**src/rtl/core_pkg.sv**
```systemverilog
// Shared definitions for the RISC FSM core: widths, opcodes and fetch states.
package core_pkg;

    localparam int unsigned ADDR_W  = 8;
    localparam int unsigned INSTR_W = 16;

    localparam logic [2:0] OPC_ADD  = 3'b000;
    localparam logic [2:0] OPC_SUB  = 3'b001;
    localparam logic [2:0] OPC_AND  = 3'b010;
    localparam logic [2:0] OPC_OR   = 3'b011;
    localparam logic [2:0] OPC_NOT  = 3'b100;
    localparam logic [2:0] OPC_LDI  = 3'b101;
    localparam logic [2:0] OPC_HALT = 3'b111;

    typedef enum logic [1:0] {
        IDLE   = 2'd0,
        FETCH  = 2'd1,
        HALTED = 2'd2
    } fetch_state_e;

endpackage

```
**src/rtl/instr_fetch_unit_if.sv**
```systemverilog
// Instruction-memory bus plus fetch-to-decode valid/ready channel.
interface instr_fetch_unit_if #(
    parameter int unsigned ADDR_W  = core_pkg::ADDR_W,
    parameter int unsigned INSTR_W = core_pkg::INSTR_W
);
    logic [ADDR_W-1:0]  imem_addr;
    logic [INSTR_W-1:0] imem_instr;
    logic               out_valid;
    logic               out_ready;
    logic [INSTR_W-1:0] out_instr;
    logic [ADDR_W-1:0]  out_pc;

    // Fetch unit side
    modport master (
        output imem_addr,
        input  imem_instr,
        output out_valid,
        input  out_ready,
        output out_instr,
        output out_pc
    );

    // Memory / decoder side
    modport slave (
        input  imem_addr,
        output imem_instr,
        input  out_valid,
        output out_ready,
        input  out_instr,
        input  out_pc
    );
endinterface

```
**src/rtl/instr_fetch_unit_out_reg.sv**
```systemverilog
// Fetch output register: holds one instruction with valid/ready and flush.
module fetch_out_reg #(
    parameter int unsigned ADDR_W  = 8,
    parameter int unsigned INSTR_W = 16
) (
    input  logic               clk,
    input  logic               rst_n,
    input  logic               flush,
    input  logic               load,
    input  logic [INSTR_W-1:0] load_instr,
    input  logic [ADDR_W-1:0]  load_pc,
    input  logic               ready,
    output logic               valid,
    output logic [INSTR_W-1:0] instr,
    output logic [ADDR_W-1:0]  pc
);
    logic               valid_q, valid_d;
    logic [INSTR_W-1:0] instr_q, instr_d;
    logic [ADDR_W-1:0]  pc_q, pc_d;

    // Next-state: flush drops the entry, load replaces it, a transfer empties it
    always_comb begin
        valid_d = valid_q;
        instr_d = instr_q;
        pc_d    = pc_q;
        if (flush) begin
            valid_d = 1'b0;
        end else if (load) begin
            valid_d = 1'b1;
            instr_d = load_instr;
            pc_d    = load_pc;
        end else if (ready) begin
            valid_d = 1'b0;
        end
    end

    // Register storage
    always_ff @(posedge clk or negedge rst_n) begin
        if (!rst_n) begin
            valid_q <= 1'b0;
            instr_q <= '0;
            pc_q    <= '0;
        end else begin
            valid_q <= valid_d;
            instr_q <= instr_d;
            pc_q    <= pc_d;
        end
    end

    assign valid = valid_q;
    assign instr = instr_q;
    assign pc    = pc_q;
endmodule

```
**src/rtl/instr_fetch_unit.sv**
```systemverilog
// Fetch stage: owns the PC, drives instruction memory, hands instructions to decode.
module instr_fetch_unit #(
    parameter int unsigned       ADDR_W   = core_pkg::ADDR_W,
    parameter int unsigned       INSTR_W  = core_pkg::INSTR_W,
    parameter logic [ADDR_W-1:0] RESET_PC = '0,
    parameter logic [2:0]        HALT_OPC = core_pkg::OPC_HALT
) (
    input  logic                clk,
    input  logic                rst_n,
    instr_fetch_unit_if.master  bus,
    input  logic                run,
    input  logic                redirect_valid,
    input  logic [ADDR_W-1:0]   redirect_target,
    output logic                halted,
    output logic                pc_wrapped,
    output logic [15:0]         fetch_count
);
    import core_pkg::*;

    fetch_state_e       state_q, state_d;
    logic [ADDR_W-1:0]  pc_q, pc_d;
    logic               pc_wrapped_q, pc_wrapped_d;
    logic [15:0]        fetch_count_q, fetch_count_d;

    logic               flush;
    logic               capture;
    logic               transfer;
    logic               out_valid;
    logic [INSTR_W-1:0] out_instr;
    logic [ADDR_W-1:0]  out_pc;

    // Handshake qualifiers; a redirect outside IDLE overrides capture and transfer
    always_comb begin
        flush    = redirect_valid && (state_q != IDLE);
        capture  = (state_q == FETCH) && !flush && (!out_valid || bus.out_ready);
        transfer = out_valid && bus.out_ready && !flush;
    end

    // Next-state logic for FSM, PC, wrap flag and delivered-instruction counter
    always_comb begin
        state_d       = state_q;
        pc_d          = pc_q;
        pc_wrapped_d  = pc_wrapped_q;
        fetch_count_d = fetch_count_q;

        case (state_q)
            IDLE:    if (run) state_d = FETCH;
            FETCH:   if (capture && (bus.imem_instr[INSTR_W-1 -: 3] == HALT_OPC)) state_d = HALTED;
            HALTED:  state_d = HALTED;
            default: state_d = IDLE;
        endcase

        if (capture) begin
            pc_d = pc_q + ADDR_W'(1);
            if (pc_q == '1) pc_wrapped_d = 1'b1;
        end

        if (transfer && (fetch_count_q != 16'hFFFF)) begin
            fetch_count_d = fetch_count_q + 16'd1;
        end

        if (flush) begin
            state_d      = FETCH;
            pc_d         = redirect_target;
            pc_wrapped_d = 1'b0;
        end
    end

    // State registers
    always_ff @(posedge clk or negedge rst_n) begin
        if (!rst_n) begin
            state_q       <= IDLE;
            pc_q          <= RESET_PC;
            pc_wrapped_q  <= 1'b0;
            fetch_count_q <= '0;
        end else begin
            state_q       <= state_d;
            pc_q          <= pc_d;
            pc_wrapped_q  <= pc_wrapped_d;
            fetch_count_q <= fetch_count_d;
        end
    end

    fetch_out_reg #(
        .ADDR_W  (ADDR_W),
        .INSTR_W (INSTR_W)
    ) u_out_reg (
        .clk        (clk),
        .rst_n      (rst_n),
        .flush      (flush),
        .load       (capture),
        .load_instr (bus.imem_instr),
        .load_pc    (pc_q),
        .ready      (bus.out_ready),
        .valid      (out_valid),
        .instr      (out_instr),
        .pc         (out_pc)
    );

    assign bus.imem_addr = pc_q;
    assign bus.out_valid = out_valid;
    assign bus.out_instr = out_instr;
    assign bus.out_pc    = out_pc;
    assign halted        = (state_q == HALTED);
    assign pc_wrapped    = pc_wrapped_q;
    assign fetch_count   = fetch_count_q;
endmodule

```
**src/flat_wrapper.sv**
```systemverilog
// flat-port wrapper written by rule: the top's interface ports become plain ports
module instr_fetch_unit_flat import core_pkg::*;
#(
    parameter int unsigned       ADDR_W   = core_pkg::ADDR_W,
    parameter int unsigned       INSTR_W  = core_pkg::INSTR_W,
    parameter logic [ADDR_W-1:0] RESET_PC = '0,
    parameter logic [2:0]        HALT_OPC = core_pkg::OPC_HALT
)
  (clk, rst_n, run, redirect_valid, redirect_target, halted, pc_wrapped, fetch_count, bus_imem_addr, bus_imem_instr, bus_out_valid, bus_out_ready, bus_out_instr, bus_out_pc);
  instr_fetch_unit_if #(.ADDR_W(ADDR_W), .INSTR_W(INSTR_W)) bus_i ();
  input  logic clk;
  input  logic rst_n;
  input  logic run;
  input  logic redirect_valid;
  input  logic [ADDR_W-1:0] redirect_target;
  output logic halted;
  output logic pc_wrapped;
  output logic [15:0] fetch_count;
  output wire logic [$bits(bus_i.imem_addr)-1:0] bus_imem_addr;
  input wire logic [$bits(bus_i.imem_instr)-1:0] bus_imem_instr;
  output wire logic [$bits(bus_i.out_valid)-1:0] bus_out_valid;
  input wire logic [$bits(bus_i.out_ready)-1:0] bus_out_ready;
  output wire logic [$bits(bus_i.out_instr)-1:0] bus_out_instr;
  output wire logic [$bits(bus_i.out_pc)-1:0] bus_out_pc;
  assign bus_imem_addr = bus_i.imem_addr;
  assign bus_i.imem_instr = bus_imem_instr;
  assign bus_out_valid = bus_i.out_valid;
  assign bus_i.out_ready = bus_out_ready;
  assign bus_out_instr = bus_i.out_instr;
  assign bus_out_pc = bus_i.out_pc;
  instr_fetch_unit #(.ADDR_W(ADDR_W), .INSTR_W(INSTR_W), .RESET_PC(RESET_PC), .HALT_OPC(HALT_OPC)) u_core (.clk(clk), .rst_n(rst_n), .bus(bus_i), .run(run), .redirect_valid(redirect_valid), .redirect_target(redirect_target), .halted(halted), .pc_wrapped(pc_wrapped), .fetch_count(fetch_count));
endmodule
```
**config.mk**
```make
export PLATFORM = sky130hd
export DESIGN_NAME = instr_fetch_unit_flat
export DESIGN_NICKNAME = d
export VERILOG_FILES = /design/src/rtl/core_pkg.sv /design/src/rtl/instr_fetch_unit_if.sv /design/src/rtl/instr_fetch_unit_out_reg.sv /design/src/rtl/instr_fetch_unit.sv /design/src/flat_wrapper.sv
export SDC_FILE = /design/constraint.sdc
export NUM_CORES = 1
export LEC_CHECK = 0
export CAP_MARGIN = 40
export CORE_AREA = 2 2 72 74
export DETAILED_ROUTE_END_ITERATION = 8
export DIE_AREA = 0 0 74 76
export DONT_BUFFER_PORTS = 1
export PLACE_DENSITY_LB_ADDON = 0.2
export SETUP_SLACK_MARGIN = 0.4
export SLEW_MARGIN = 20
export SYNTH_ARGS = -nofsm -noshare
export SYNTH_HDL_FRONTEND = slang
export SYNTH_SLANG_ARGS = --single-unit
```
**constraint.sdc**
```tcl
create_clock -name clk -period 3.2 [get_ports clk]
set_input_delay 0.64 -clock clk [delete_from_list [all_inputs] [get_ports clk]]
set_output_delay 0.64 -clock clk [all_outputs]
set_load 0.05 [all_outputs]
```
# Yosys cells after proc, flatten, opt, wreduce, memory -nomap -nowiden
# Cells that the tools add are included.
word_totals:
  reg_bits: 52
  latchBits: 0
  ramBits: 0
  mem_bits_ro: 0
  input_bits: 29
  out_inout_bits: 51
  mem_count: 0
op_classes:
  add_sub_neg: 2
  multipliers: 0
  n_div: 0
  magnitude_cmp: 0
  eq_ne: 7
  shift: 0
  muxes: 12
  n_bitwise: 1
  n_reduce_logical: 18
op_table:
  columns: ["operator", "count"]
  rows:
  - ["adder 16 x 1 -> 16 bit (second input constant)", 1]
  - ["2-to-1 mux 8 bit", 2]
  - ["!= test 16 bit (second input constant)", 1]
  - ["adder 8 x 1 -> 8 bit (second input constant)", 1]
  - ["equality test 8 bit (second input constant)", 1]
  - ["logical AND 1 bit", 7]
  - ["2-to-1 mux 1 bit", 6]
  - ["2-to-1 mux 2 bit", 3]
  - ["!= test 3 x 2 -> 1 bit (second input constant)", 2]
  - ["one-hot mux 2 bit (3 select lines)", 1]
  - ["AND reduction 2 bit", 3]
  - ["nonzero test 2 bit", 3]
  - ["equality test 3 bit (second input constant)", 1]
  - ["nonzero test 3 bit", 1]
  - ["equality test 2 x 1 -> 1 bit (second input constant)", 1]
  - ["equality test 2 bit (second input constant)", 1]
  - ["zero test 1 bit", 2]
  - ["zero test 2 bit", 1]
  - ["logical OR 1 bit", 1]
  - ["inverter 1 bit", 1]

# Logic depth before layout (Yosys ltp)
# Gate-level depths: netlist (run 1).
depth:
  depth_word: 9
  ltp_mapped: 10

# Hierarchy
# Synthesis (run 1) repeated with hierarchy kept, for this count alone.
hier_totals:
  cells_unflattened: 202
  hier_area_um2: 2507.4
by_module_without_submodules:
  columns: ["mod", "n_inst", "cells_per_inst", "area_per_inst_um2"]
  rows:
  - ["instr_fetch_unit", 1, 146, 1456.4]
  - ["fetch_out_reg", 1, 56, 1051.0]

# Worst setup path before layout (run 1)
# OpenSTA, ideal clock, no wires.
synth_timing:
  path_kind: "reg-to-reg"
  from: "register u_core.fetch_count_q[0], in the netlist u_core.fetch_count[0]"
  to: "register u_core.fetch_count_q[1], in the netlist u_core.fetch_count[1]"
  setup_time_ns: 0.125
  t_arrival_ns: 1.941
  required_time_ns: 3.075
  path_slack_ns: 1.134
  path_stages_with_launch: 6
  period_less_slack_ns: 2.066
  path_cell_list: "dfrtp_1 ha_1 nand4_4 nor4_4 nor2_2 mux2_4"
synth_via:
  elab_chain_cells: 2
synth_rtl:
  columns: ["element", "line_no", "text"]
  rows:
  - ["start, declared", "instr_fetch_unit.sv:23", "logic [15:0] fetch_count_q, fetch_count_d;"]
  - ["start signal, assigned", "instr_fetch_unit.sv:80", "fetch_count_q <= fetch_count_d;"]
  - ["branches (longest 2 deep; another with adder 16 x 1 -> 16 bit)", null, null]
# Parallel ways; which one is timed is not known.
# A chain may end at the register's enable or synchronous reset.

# Final worst setup path (run 1)
layout_timing:
  from: "register u_core.state_q[0]"
  to: "register u_core.pc_q[7], in the netlist u_core.bus.imem_addr[7]"
layout_via:
  elab_chain_cells: 6
layout_rtl:
  columns: ["element", "line_no", "text"]
  rows:
  - ["start, declared", "instr_fetch_unit.sv:20", "fetch_state_e state_q, state_d;"]
  - ["start signal, assigned", "instr_fetch_unit.sv:77", "state_q <= state_d;"]
  - ["nonzero test 2 bit", "instr_fetch_unit.sv:34", "flush = redirect_valid && (state_q != IDLE);"]
  - ["logical AND 1 bit", "instr_fetch_unit.sv:34", null]
  - ["zero test 1 bit", "instr_fetch_unit.sv:35", "capture = (state_q == FETCH) && !flush && (!out_valid || bus.out_ready);"]
  - ["logical AND 1 bit (2 in series)", "instr_fetch_unit.sv:35", null]
  - ["nonzero test 2 bit (no source line)", null, null]
  - ["end signal, assigned", "instr_fetch_unit.sv:78", "pc_q <= pc_d;"]
  - ["end, declared", "instr_fetch_unit.sv:21", "logic [ADDR_W-1:0] pc_q, pc_d;"]
# Several ways; a longest one is shown, not always the timed one.

==> Implementation_results.wiki, run 1 <==
{| class="wikitable"
! Metric !! Value
|-
| Worst hold path type || in -> async
|-
| Start-to-end type of the worst setup path || reg -> reg
|-
| Number of synthesized flops with an enable pin || 0
|-
| Final weighted congestion in routability-driven placement || 0.8068
|-
| Top Ports || 80
|-
| Outcome || finished, final reports clean
|-
| Placeable core region || 4912 um2
|-
| Average cell area after synthesis || 10.84 um2
|-
| Worst setup startpoint || u_core.state_q[0]
|-
| Post-DR wirelength/cell || 16.45 um
|-
| Count of unique library cells instantiated by Yosys || 41
|-
| Transition time at the pin with the least slew margin || 0.6342 ns
|-
| Timing-limited maximum frequency || 412.4 MHz
|-
| Ratio of cells with drive above 1 in the final layout || 13.16%
|-
| Die H || 76 um
|-
| Top FF cell, synth || sky130_fd_sc_hd__dfrtp_1
|-
| Detail Placement HPWL || 3396 um
|-
| Clock tree buffer depth || 2
|-
| Non-filler instance count after layout || 298
|-
| Setup slack at placement || 0.8135 ns
|-
| Global-route wire length before repair || 8059 um
|-
| Worst-skew pair later-pin latency || 0.30 ns
|-
| Proportion of synthesized chip area in sequential cells || 53.61%
|-
| DRT iter0 DRCs || 64
|-
| Element type at the critical path end || register
|-
| Final-report max-slew violation count || 0
|-
| Area added between synthesis and finish || 7.165%
|-
| Clock slew seen by the registers of the worst setup and hold paths || 0.09 ns
|-
| Final cell utilization of the core || 52.95%
|-
| Number of clock sinks seen by CTS || 52
|-
| Via count || 1658
|-
| Number of setup violations in the final report || 0
|-
| Hold Fails Final Rpt || 0
|-
| Total Power || 0.003002 W
|-
| Clock tree from TritonCTS || built
|-
| Overall global routing resource usage || 18.40%
|-
| Number of antenna violations at the first check in global routing || 0
|-
| Total overflow reported by the global router || 0
|-
| Commonest cells after routing, fill and taps aside || sky130_fd_sc_hd__dfrtp_1, sky130_fd_sc_hd__nand2_1, sky130_fd_sc_hd__mux2_2, sky130_fd_sc_hd__xor2_1
|-
| Worst path setup slack after routing || 0.7751 ns
|-
| TNS Setup || 0 ns
|-
| Number of buffer cells added on primary ports || 0
|-
| Flops & latches, synth || 52
|-
| Root buf cell || sky130_fd_sc_hd__clkbuf_8
|-
| Unrepaired setup endpoints after global routing || no
|-
| Shortest period the worst path allows || 2.425 ns
|-
| Startpoint of the most critical register-to-register path || u_core.state_q[0]
|-
| Antenna diode instance count || 0
|-
| Leakage dissipation || 1.225 nW
|-
| Async S/R FF share, synth || 100.0%
|-
| Category of the worst setup path launch point || register
|-
| Initial Utilization || 49.41%
|-
| Syn Std Cell Area || 2427 um2
|-
| Row count || 26
|-
| Maximum number of pins on one net before global-route repair || 53
|-
| Post-route clock skew || 0.008387 ns
|-
| Fin crit share || 75.78%
|-
| Most common library cell in the layout ignoring fill and taps || sky130_fd_sc_hd__dfrtp_1
|-
| Synthesis warning total || 0
|-
| Post-route DRC || 0
|-
| Depth of the CTS H-tree || 2
|-
| Width of the die || 74 um
|-
| Net Count, Synth || 258
|-
| Worst path arrival time || 2.64 ns
|-
| Peak VDD IR || 0.0005569 V
|-
| Pwr dens || 1154 nW/um2
|-
| DIE AREA || 5624 um2
|-
| Post-Synthesis Cells || 224
|-
| Data required time at the worst endpoint || 3.42 ns
|-
| Total of cells resized after clock tree synthesis || 0
|-
| Number of vias per cell || 5.564
|-
| Count of maximum capacitance violations || 0
|-
| Count of antenna-violating nets left after detailed routing || 0
|-
| Final WL || 4902 um
|-
| Inserted Clock Buffers || 5
|-
| Cell count after placement || 290
|-
| Vias in the first global route || 1647
|-
| Final layout net count || 262
|-
| Worst max-slew margin expressed relative to the limit || 57.33%
|-
| Largest driver fanout on the critical path || 12
|-
| Number of iterations in the first detailed-routing pass || 4
|}
state kept, by name, indices dropped and copies added (netlist names):
signal and flops:
u_core.fetch_count 16, u_core.u_out_reg.instr 16, u_core.bus.imem_addr 8, u_core.u_out_reg.pc 8, u_core.state_q 2, u_core.pc_wrapped 1, u_core.u_out_reg.valid 1
final timing paths:
| path | to | slack, ns | cells after the start |
|---|---|---|---|
| max in group asynchronous | u_core.u_out_reg.instr[5] | 2.91 | 1 |
| worst min-delay path | u_core.u_out_reg.instr[0] | 0.03 | 0 |
| min in group clk | u_core.u_out_reg.instr[12] | 0.44 | 2 |
| worst max-delay path | u_core.bus.imem_addr[7] | 0.78 | 6 |
| worst min register to register | u_core.state_q[0] | 0.58 | 2 |
| worst max register to register | u_core.bus.imem_addr[7] | 0.78 | 6 |
area by class of cell:
class | count | area [um2]
Clock buffer | 6 | 72.57
Clock inverter | 1 | 5.005
Fill cell | 443 | 2311
Inverter | 3 | 11.26
Multi-Input combinational cell | 161 | 1074
Sequential cell | 52 | 1301
Tap cell | 70 | 87.58
Timing Repair Buffer | 5 | 50.05
cell families (layout without fill, tap and decap cells):
kind of cell,count (synthesis),after routing,synth area share [%]
compound gates,18,18,5.567
buf+inv,11,15,2.165
flops,52,52,53.61
xor+xnor,16,16,5.773
fa+ha+maj,5,5,2.577
simple gates,109,109,24.12
mux,13,13,6.185
per-layer routing:
metal / global-route usage (%) / up-vias / part of all wire (%) / wire length, um
li1: - / 799 / - / -
met1: 25.00 / 802 / 45 / 2227
met2: 27.14 / 55 / 46 / 2244
met3: 8.069 / 2 / 8.4 / 410
met4: 4.364 / 0 / 0.39 / 19
met5: 0 / - / 0 / 0
timing repair:
item	CTS	global route
buffers inserted	0	0
hold buffers	0	1
hold endpoints to repair	0	25
cell usage after synthesis, types with 4 or more instances:
master                    count  area, um2
sky130_fd_sc_hd__nand2_1     49      183.9
sky130_fd_sc_hd__nand3_1      9      45.04
sky130_fd_sc_hd__dfrtp_1     52       1301
sky130_fd_sc_hd__ha_1         5      62.56
sky130_fd_sc_hd__and3_1       8      50.05
sky130_fd_sc_hd__xnor2_1      5      43.79
sky130_fd_sc_hd__mux2_2      11      123.9
sky130_fd_sc_hd__xor2_1      11      96.34
sky130_fd_sc_hd__a31oi_1      4      25.02
sky130_fd_sc_hd__nand4_1      9      56.30
sky130_fd_sc_hd__nor3_1       7      35.03
sky130_fd_sc_hd__a221o_1      4      40.04
sky130_fd_sc_hd__nor2_1       6      22.52
power by group:
part / internal (W) / switching, W
clock: 0.000149 / 0.000198
combinational: 0.000322 / 0.000371
sequential: 0.000887 / 0.00107
metrics by stage:
step,hold slack (ns),instance area (um2)
floorplan,0.3444,2427
global placement,0.3454,2504
detailed placement,0.3454,2504
CTS,0.008550,2581
global route,0.002117,2601
finish,0.03127,2601
critical path, cell delays in order (launching register included):
cell and delay (ns):
sky130_fd_sc_hd__dfrtp_1 0.40, sky130_fd_sc_hd__inv_1 0.09, sky130_fd_sc_hd__ha_1 0.23, sky130_fd_sc_hd__nand2b_1 0.40, sky130_fd_sc_hd__nand3_1 0.44, sky130_fd_sc_hd__or4_1 0.62
sky130_fd_sc_hd__a31oi_1 0.17
Power figures use the tool's default switching activity.
==> run 2, diff against run 1 <==
==> constraint.sdc (replaced) <==
create_clock -name clk -period 2.1 [get_ports clk]
set_input_delay 0.42 -clock clk [delete_from_list [all_inputs] [get_ports clk]]
set_output_delay 0.42 -clock clk [all_outputs]
set_load 0.05 [all_outputs]
==> Implementation_results.wiki, run 2 (same netlist as run 1, synthesis figures left out) <==
{| class="wikitable"
! Metric !! Value
|-
| Outcome || finished, final reports clean
|-
| Vias in the first global route || 1854
|-
| Number of vias per cell || 5.428
|-
| Largest driver fanout on the critical path || 7
|-
| Post-DR wirelength/cell || 16.53 um
|-
| Maximum number of pins on one net before global-route repair || 53
|-
| Total Power || 0.005252 W
|-
| Via count || 1802
|-
| Timing-limited maximum frequency || 577.3 MHz
|-
| Clock tree from TritonCTS || built
|-
| Startpoint of the lowest-slack hold path || bus_imem_instr[7]
|-
| Global-route wire length before repair || 8901 um
|-
| DRT iter0 DRCs || 77
|-
| Depth of the CTS H-tree || 2
|-
| Final-report max-slew violation count || 0
|-
| Placeable core region || 4912 um2
|-
| Area added between synthesis and finish || 27.63%
|-
| Number of clock sinks seen by CTS || 52
|-
| Count of maximum capacitance violations || 0
|-
| Width of the die || 74 um
|-
| Detail Placement HPWL || 3741 um
|-
| Count of antenna-violating nets left after detailed routing || 0
|-
| End of the worst register-to-register path || u_core.bus.imem_addr[5]
|-
| Clock tree buffer depth || 2
|-
| Clock slew seen by the registers of the worst setup and hold paths || 0.10 ns
|-
| Root buf cell || sky130_fd_sc_hd__clkbuf_8
|-
| Inserted Clock Buffers || 5
|-
| DIE AREA || 5624 um2
|-
| Setup slack of the most critical reg-to-reg path || 0.37 ns
|-
| Most common library cell in the layout ignoring fill and taps || sky130_fd_sc_hd__nand2_1
|-
| Worst path arrival time || 1.94 ns
|-
| Worst r2r path cells || 6
|-
| Total overflow reported by the global router || 0
|-
| Post-route clock skew || 0.004911 ns
|-
| Number of cells on the worst hold path || 2
|-
| Hold Fails Final Rpt || 0
|-
| TNS Setup || 0 ns
|-
| Number of buffer cells added on primary ports || 0
|-
| Post-route DRC || 0
|-
| Final weighted congestion in routability-driven placement || 0.8053
|-
| Final WL || 5489 um
|-
| Ratio of cells with drive above 1 in the final layout || 39.69%
|-
| Number of iterations in the first detailed-routing pass || 4
|-
| Fin crit share || 82.49%
|-
| Worst max-slew margin expressed relative to the limit || 66.83%
|-
| Overall global routing resource usage || 20.52%
|-
| Commonest cells after routing, fill and taps aside || sky130_fd_sc_hd__nand2_1, sky130_fd_sc_hd__buf_4, sky130_fd_sc_hd__dfrtp_1
|-
| Category of the worst setup path launch point || register
|-
| Transition time at the pin with the least slew margin || 0.4975 ns
|-
| Initial Utilization || 49.41%
|-
| Top Ports || 80
|-
| Die H || 76 um
|-
| Leakage dissipation || 1.397 nW
|-
| Worst-skew pair later-pin latency || 0.31 ns
|-
| Shortest period the worst path allows || 1.732 ns
|-
| Pwr dens || 1695 nW/um2
|-
| Antenna diode instance count || 0
|-
| Start-to-end type of the worst setup path || reg -> reg
|-
| Number of setup violations in the final report || 0
|-
| Number of antenna violations at the first check in global routing || 0
|-
| Peak VDD IR || 0.001086 V
|-
| Row count || 26
|-
| Data required time at the worst endpoint || 2.31 ns
|-
| Unrepaired setup endpoints after global routing || yes
|-
| Startpoint of the most critical register-to-register path || u_core.state_q[0]
|-
| Worst hold path type || in -> reg
|-
| Final layout net count || 295
|-
| Element type at the critical path end || register
|-
| Endpoint of the worst hold path || u_core.u_out_reg.instr[7]
|}
-- run 2: cell count changes in the layout (fill, tap and decap cells not counted), moves of 3 or more --
cell / change
sky130_fd_sc_hd__ha_1: -4
sky130_fd_sc_hd__ha_4: +3
sky130_fd_sc_hd__dfrtp_1: -19
sky130_fd_sc_hd__buf_4: +30
sky130_fd_sc_hd__dfrtp_2: +17
sky130_fd_sc_hd__nor4_4: +3
sky130_fd_sc_hd__nor4_1: -3
-- run 2: per-layer routing --
metal / up-vias / wire length [um] / track usage [%]
met5: - / 0 / 0
met4: 0 / 101 / 7.636
met3: 11 / 415 / 7.143
met2: 61 / 2758 / 31.79
met1: 869 / 2214 / 26.26
li1: 861 / - / -
-- run 2: how the worst max path moves through the flow --
| stage | from | cells after the start | endpoint |
|---|---|---|---|
| global placement | u_core.state_q[0] | 6 | u_core.bus.imem_addr[5] |
| floorplan | u_core.state_q[0] | 7 | u_core.bus.imem_addr[5] |
| CTS | u_core.state_q[1] | 6 | u_core.bus.imem_addr[7] |
| detailed placement | u_core.state_q[1] | 6 | u_core.fetch_count[7] |
| finish | u_core.state_q[0] | 6 | u_core.bus.imem_addr[5] |
| global route | u_core.state_q[1] | 6 | u_core.bus.imem_addr[5] |
-- run 2: area by class of cell --
class / instances / area (um2)
clock buffer: 5 / 68.82
clock inverter: 3 / 46.29
fill: 389 / 1814
inverter: 3 / 11.26
multi-input combinational: 161 / 1239
sequential: 52 / 1330
tap: 70 / 87.58
timing repair buffer: 38 / 315.3
-- run 2: worst max-delay path, stage by stage (launching register included) --
cell,delay (ns)
sky130_fd_sc_hd__dfrtp_1,0.41
sky130_fd_sc_hd__inv_2,0.09
sky130_fd_sc_hd__ha_4,0.16
sky130_fd_sc_hd__nand2b_4,0.18
sky130_fd_sc_hd__and3_4,0.21
sky130_fd_sc_hd__mux2_4,0.29
sky130_fd_sc_hd__a221o_1,0.28
-- run 2: timing repair --
| action | CTS | global route |
|---|---|---|
| setup endpoints to repair | 14 | 22 |
| endpoints found under the hold margin | 52 | 0 |
| gates resized for setup | 7 | 20 |
| pin swaps | 2 | 6 |
| hold buffers | 2 | 0 |
| buffers inserted | 6 | 4 |
-- run 2: power by group --
group          leakage [nW]  switching (W)  internal (W)
Sequential            0.626        0.00129       0.00138
Combinational         0.717        0.00108      0.000796
Clock                0.0548       0.000349      0.000359
-- run 2: metrics by stage --
step                      std cells  setup WS, ns  util [%]  cell area [um2]  hold WS (ns)
after floorplan                 224        0.3585         -             2502        0.1244
after global placement          312        0.3414     55.58             2730        0.1258
after detailed placement        312        0.2949     55.58             2730        0.1258
after CTS                       328        0.4012     60.19             2957        0.1970
after global routing            332        0.3168     63.07             3098        0.1950
final                           332        0.3677     63.07             3098        0.2042
